`src/rtl/riscv_trace_buffer.sv`:
```
// Commit-trace capture: packs reg-writeback / mem-write / mem-read events into stamped records and queues them.
// Records reach the head one cycle after capture; a cycle's events are dropped as a group when space is short (counted, never partial).
module riscv_trace_buffer #(
    parameter int DEPTH   = 16,
    parameter int STAMP_W = 16
) (
    input  logic                       clk,
    input  logic                       reset,
    input  logic                       reg_write_sig,
    input  logic [4:0]                 reg_num,
    input  logic [31:0]                reg_data,
    input  logic                       wr,
    input  logic                       rd,
    input  logic [8:0]                 addr,
    input  logic [31:0]                wr_data,
    input  logic [31:0]                rd_data,
    input  logic                       flush,
    output logic                       out_valid,
    input  logic                       out_ready,
    output logic [STAMP_W+42:0]        out_data,
    output logic [$clog2(DEPTH):0]     count,
    output logic                       overflow,
    output logic [15:0]                drop_count
);
    localparam int AW    = $clog2(DEPTH);
    localparam int REC_W = STAMP_W + 43;

    logic [REC_W-1:0]   mem_q [DEPTH];
    logic [AW-1:0]      wr_ptr_q, wr_ptr_d, rd_ptr_q, rd_ptr_d;
    logic [AW:0]        count_q, count_d;
    logic [STAMP_W-1:0] stamp_q;
    logic               overflow_q, overflow_d;
    logic [15:0]        drop_q, drop_d;

    logic [2:0]         ev_vld;
    logic [REC_W-1:0]   rec [3];
    logic [AW-1:0]      pos [3];
    logic [1:0]         n_ev;
    logic [AW:0]        free;
    logic [16:0]        drop_sum;
    logic               accept, pop;

    // Slot order within a cycle is fixed: register write, memory write, memory read.
    assign ev_vld = {rd, wr, reg_write_sig && (reg_num != 5'd0)};
    assign n_ev   = {1'b0, ev_vld[0]} + {1'b0, ev_vld[1]} + {1'b0, ev_vld[2]};
    assign free   = (AW+1)'(DEPTH) - count_q;
    assign accept = !flush && (n_ev != 2'd0) && ({{(AW-1){1'b0}}, n_ev} <= free);
    assign pop    = out_valid && out_ready && !flush;
    assign drop_sum = {1'b0, drop_q} + 17'(n_ev);

    always_comb begin
        rec[0] = {2'b00, stamp_q, {4'b0000, reg_num}, reg_data};
        rec[1] = {2'b01, stamp_q, addr, wr_data};
        rec[2] = {2'b10, stamp_q, addr, rd_data};
        pos[0] = wr_ptr_q;
        pos[1] = wr_ptr_q + AW'(ev_vld[0]);
        pos[2] = pos[1] + AW'(ev_vld[1]);
    end

    always_comb begin
        wr_ptr_d   = wr_ptr_q;
        rd_ptr_d   = rd_ptr_q;
        count_d    = count_q;
        overflow_d = overflow_q;
        drop_d     = drop_q;
        if (flush) begin
            wr_ptr_d   = '0;
            rd_ptr_d   = '0;
            count_d    = '0;
            overflow_d = 1'b0;
            drop_d     = '0;
        end else begin
            if (accept) begin
                wr_ptr_d = wr_ptr_q + AW'(n_ev);
                count_d  = count_q + (AW+1)'(n_ev);
            end else if (n_ev != 2'd0) begin
                overflow_d = 1'b1;
                drop_d     = drop_sum[16] ? 16'hFFFF : drop_sum[15:0];
            end
            if (pop) begin
                rd_ptr_d = rd_ptr_q + 1'b1;
                count_d  = count_d - 1'b1;
            end
        end
    end

    always_ff @(posedge clk or posedge reset) begin
        if (reset) begin
            wr_ptr_q   <= '0;
            rd_ptr_q   <= '0;
            count_q    <= '0;
            stamp_q    <= '0;
            overflow_q <= 1'b0;
            drop_q     <= '0;
        end else begin
            wr_ptr_q   <= wr_ptr_d;
            rd_ptr_q   <= rd_ptr_d;
            count_q    <= count_d;
            stamp_q    <= stamp_q + 1'b1;
            overflow_q <= overflow_d;
            drop_q     <= drop_d;
        end
    end

    // Storage carries no reset; validity is tracked solely by count_q.
    always_ff @(posedge clk) begin
        for (int i = 0; i < 3; i++) begin
            if (accept && ev_vld[i]) mem_q[pos[i]] <= rec[i];
        end
    end

    assign out_valid  = (count_q != '0);
    assign out_data   = out_valid ? mem_q[rd_ptr_q] : '0;
    assign count      = count_q;
    assign overflow   = overflow_q;
    assign drop_count = drop_q;
endmodule

```
`config.mk`:
```
export PLATFORM = sky130hd
export DESIGN_NAME = riscv_trace_buffer
export DESIGN_NICKNAME = d
export VERILOG_FILES = /design/src/rtl/riscv_trace_buffer.sv
export SDC_FILE = /design/constraint.sdc
export NUM_CORES = 2
export LEC_CHECK = 0
export ABC_AREA = 0
export CELL_PAD_IN_SITES_DETAIL_PLACEMENT = 0
export CELL_PAD_IN_SITES_GLOBAL_PLACEMENT = 1
export CORE_UTILIZATION = 34
export CTS_CLUSTER_SIZE = 12
export DETAILED_ROUTE_END_ITERATION = 16
export GPL_ROUTABILITY_DRIVEN = 0
export PLACE_DENSITY = 0.68
export SYNTH_ARGS = -nofsm -noshare
export SYNTH_HDL_FRONTEND = slang
export SYNTH_SLANG_ARGS = --single-unit
```
`constraint.sdc`:
```
create_clock -name clk -period 15.5 [get_ports clk]
set_input_delay 3.1 -clock clk [delete_from_list [all_inputs] [get_ports clk]]
set_output_delay 3.1 -clock clk [all_outputs]
set_load 0.01 [all_outputs]
```
==> run summary <==
OUTCOME
-------------------------------------------------------------------------------------------------
Run status                                                                           finished, final reports clean

ROUTING
-------------------------------------------------------------------------------------------------
Routed via count divided by cell count                                                       5.54
Number of violations reported at the end of detailed-routing iteration 0                     3198
First-pass iteration count of the detailed router                                               6
DR vias                                                                                     33622
Remaining number of nets flagged by the antenna check after routing                             0
WL final                                                                                   162 mm
Average wire per cell in the routed design                                                26.7 um
DRC errors left                                                                                 0

GLOBAL ROUTE
-------------------------------------------------------------------------------------------------
Global router's overall resource usage                                                      0.209
Pin count of the biggest net entering global routing                                          129
Wire length of the first global-routing pass                                               236 mm
Initial antenna violation count                                                                 9
GRT overflow                                                                                    0
Number of global-route vias before repair                                                   33428

SYNTH
-------------------------------------------------------------------------------------------------
List of most frequent post-synthesis cells                                           sky130_fd_sc_hd__edfxtp_1 (912), sky130_fd_sc_hd__nand2_1 (688), sky130_fd_sc_hd__o21ai_0 (393), sky130_fd_sc_hd__mux2i_1 (391), sky130_fd_sc_hd__mux4_2 (295)
Net count of the mapped netlist                                                              4164
Top cells by area in the synthesized netlist                                         sky130_fd_sc_hd__edfxtp_1 (53%), sky130_fd_sc_hd__mux4_2 (13%), sky130_fd_sc_hd__mux2i_1 (7.6%), sky130_fd_sc_hd__nand2_1 (5.0%), sky130_fd_sc_hd__o21ai_0 (3.8%)
Synth Register Bits                                                                           990
Most common cell in the netlist                                                      sky130_fd_sc_hd__edfxtp_1
Leading register cell type out of synthesis                                          sky130_fd_sc_hd__edfxtp_1
Post-Syn Area                                                                         0.0518 mm^2
Average cell area after synthesis                                                       12.9 um^2
Cell type with the largest total area after synthesis                                sky130_fd_sc_hd__edfxtp_1
Register area share after synthesis                                                         0.563
Synth top area share                                                                        0.529
Number of instances in the synthesized netlist                                               4026
Number of enable flip-flop cells after synthesis                                              912
Synthesis Warnings                                                                              0
Number of distinct library cell variants in the gate-level netlist after synthesis             73
Share of flip-flops with an asynchronous set or reset after synthesis                      0.0465

SETUP PATH
-------------------------------------------------------------------------------------------------
Number of cells traversed by the worst register-to-register path                               10
Critical path startpoint                                                               reg_num[1]
Kind of end point of the critical path                                                  flip-flop
Sort of element at the start of the critical path                                      input port
Worst Setup Path Type                                                                input port to flip-flop
Slowest cell on the critical path                                                    sky130_fd_sc_hd__and3_4
Crit Reg-Reg Endpoint                                                                mem_q[2][28]
Reg2reg start                                                                            count[1]
Timing endpoint of the critical path                                                 mem_q[2][28]
Critical Path AT                                                                          9.75 ns
Required @ worst endpoint                                                                15.84 ns
Cells along the critical path                                                        clkdlybuf4s50_1 > or4_1 > o21a_1 > inv_1 > fa_1 > inv_1 > ha_1 > nor2b_1 > o2111ai_2 > o21a_1 > and3_4 > or3b_4 > buf_4
Largest stage delay on the critical path                                                  0.92 ns
CP Max Fanout                                                                                  34
Slack of the worst reg-to-reg path                                                        9.92 ns

FINAL LAYOUT
-------------------------------------------------------------------------------------------------
Fill cells                                                                                  13956
Number of nets in the layout                                                                 4102
Final Non-Filler Cells                                                                       6074
Share of post-route cells with drive strength above 1                                       0.164
Area growth from synthesis to layout                                                        13.3%
Share of the core filled with cells                                                         0.390
Layout Cell Area excl Fill                                                            0.0587 mm^2

WORST HOLD PATH
-------------------------------------------------------------------------------------------------
Worst min-delay path category                                                        flip-flop to flip-flop
WHS Path Cells                                                                                  2
Hold Path Origin                                                                     mem_q[13][58]

JOB
-------------------------------------------------------------------------------------------------
Max-cap check violation count                                                                   0

STA
-------------------------------------------------------------------------------------------------
Total setup violations reported at the end of the flow                                          0
Max Clk Rate                                                                              106 MHz
Setup Skew                                                                              0.0624 ns
Final cycle utilization of the critical path                                                0.607
Worst slew margin                                                                           0.194
Actual transition at the worst max-transition pin                                         1.21 ns
Period minus WS final                                                                     9.41 ns
Final Max Slew Viols                                                                            0
Number of failing hold endpoints at the final stage                                             0
Setup TNS                                                                                    0 ns
Unrepaired setup endpoints after global routing                                                no

DIE
-------------------------------------------------------------------------------------------------
Initial core utilization                                                                    0.344
Standard-cell rows                                                                            142
I/O pin cnt                                                                                   199
Area of the placeable core                                                             0.150 mm^2
Die boundary height                                                                        392 um
Die boundary width                                                                         392 um
Die Footprint                                                                          0.154 mm^2

PLACEMENT
-------------------------------------------------------------------------------------------------
Post-DP HPWL                                                                              93.7 mm
Placed cell count                                                                            5868
Number of port buffers                                                                        198
Placed cell area                                                                      0.0552 mm^2

CLOCK NETWORK
-------------------------------------------------------------------------------------------------
Clock edge transition at the registers on the reported setup and hold paths               0.06 ns
Clock Sink Count                                                                              990
Number of buffers inserted by post-CTS setup repair                                             0
Number of buffers added by the clock tree synthesis step                                      110
CTS tree                                                                                     done
Clock Tree Root                                                                      sky130_fd_sc_hd__clkbuf_16
Skew-Pair Late Insertion Delay                                                            0.76 ns
Total of hold buffers inserted after clock tree synthesis                                       0
Number of buffers between clock root and the deepest sink                                       3
Quantity of gates resized following cts                                                         0
Htree depth                                                                                     3

POWER
-------------------------------------------------------------------------------------------------
Power density normalized to cell area                                                 142 mW/mm^2
Leakage power figure                                                                      17.9 nW
Peak supply drop                                                                         0.101 mV
Overall power after layout                                                              0.00832 W

## where the power goes
| group | leakage (nW) | total [W] | switching, W | internal [W] |
|---|---|---|---|---|
| registers | 9.25 | 0.00332 | 0.000126 | 0.00320 |
| logic | 6.92 | 0.00244 | 0.00133 | 0.00111 |
| clock network | 1.69 | 0.00256 | 0.00112 | 0.00144 |
## layer usage
| layer | GRT usage | wire, um | vias to the layer above |
|---|---|---|---|
| met5 | 0 | 28 | - |
| met4 | 0.0651 | 4450 | 6 |
| met3 | 0.0350 | 11000 | 232 |
| met2 | 0.342 | 78000 | 1217 |
| met1 | 0.283 | 68700 | 17209 |
| li1 | - | - | 14958 |
## how the worst min path moves through the flow
| stage | end | slack (ns) |
|---|---|---|
| after floorplan | mem_q[10][58] | 0.43 |
| after global placement | mem_q[8][58] | 0.44 |
| after detailed placement | mem_q[13][58] | 0.44 |
| after CTS | mem_q[13][58] | 0.45 |
| after global routing | mem_q[10][58] | 0.48 |
| final | mem_q[13][58] | 0.46 |
## cells by family after synthesis
group | synth area share
AND/OR/NAND/NOR | 0.0963
flip-flops | 0.563
multiplexers | 0.223
AO/OA/AOI/OAI | 0.0681
buffers and inverters | 0.0379
XOR/XNOR | 0.00621
adder cells (fa/ha/maj) | 0.00565
## cell usage in the layout (no fill, tap or decap), types with 8 or more instances in the layout
| cell | n |
|---|---|
| sky130_fd_sc_hd__clkdlybuf4s50_1 | 198 |
| sky130_fd_sc_hd__clkbuf_8 | 8 |
| sky130_fd_sc_hd__clkinv_2 | 17 |
| sky130_fd_sc_hd__mux2_4 | 20 |
| sky130_fd_sc_hd__nor3_1 | 13 |
| sky130_fd_sc_hd__clkinv_1 | 18 |
| sky130_fd_sc_hd__ha_1 | 17 |
| sky130_fd_sc_hd__o31ai_1 | 12 |
| sky130_fd_sc_hd__inv_1 | 18 |
| sky130_fd_sc_hd__nand2_1 | 688 |
| sky130_fd_sc_hd__dfxtp_1 | 32 |
| sky130_fd_sc_hd__edfxtp_1 | 912 |
| sky130_fd_sc_hd__nand4_1 | 8 |
| sky130_fd_sc_hd__or3_4 | 12 |
| sky130_fd_sc_hd__and3_1 | 8 |
| sky130_fd_sc_hd__nor3_2 | 9 |
| sky130_fd_sc_hd__o21ai_0 | 393 |
| sky130_fd_sc_hd__a31oi_1 | 132 |
| sky130_fd_sc_hd__nor3_4 | 12 |
| sky130_fd_sc_hd__a21oi_1 | 25 |
| sky130_fd_sc_hd__o21bai_1 | 8 |
| sky130_fd_sc_hd__nor2_1 | 162 |
| sky130_fd_sc_hd__buf_4 | 66 |
| sky130_fd_sc_hd__clkbuf_1 | 33 |
| sky130_fd_sc_hd__mux2i_1 | 391 |
| sky130_fd_sc_hd__nand3_1 | 30 |
| sky130_fd_sc_hd__and2_1 | 128 |
| sky130_fd_sc_hd__clkbuf_16 | 112 |
| sky130_fd_sc_hd__xor2_1 | 13 |
| sky130_fd_sc_hd__dfrtp_1 | 42 |
| sky130_fd_sc_hd__or2_1 | 11 |
| sky130_fd_sc_hd__mux2_2 | 58 |
| sky130_fd_sc_hd__mux4_2 | 295 |
| sky130_fd_sc_hd__xnor2_1 | 18 |
## worst max-delay path: cells and delay by family
family,cells,cell delay (ns)
fa+ha+maj,2,0.71
compound gates,3,1.59
simple gates,4,2.45
buf+inv,4,1.78
## stage by stage
step                      setup slack (ns)  hold slack, ns
final                                 6.09           0.456
after global routing                  5.92           0.477
after floorplan                       2.55           0.429
after CTS                             6.18           0.453
after global placement                5.51           0.444
after detailed placement              5.41           0.444
## sequential cells by signal, summed over array words and instances, names as in the netlist
name	count
mem_q	944
drop_count	16
stamp_q	16
count	5
rd_ptr_q	4
wr_ptr_q	4
overflow	1
## cell type report
cell class              count  area (um^2)  share of cell area
repair buffers            265         2500              0.0425
multi-input cells        2576        20900               0.357
flip-flops and latches    990        29200               0.497
well taps                2016         2520              0.0430
diodes                      4         10.0            0.000171
clock buffers             153         3040              0.0517
clock inverters            49          433             0.00737
inverters                  21         80.1             0.00136
No activity file was read; power rests on OpenSTA's default activity.
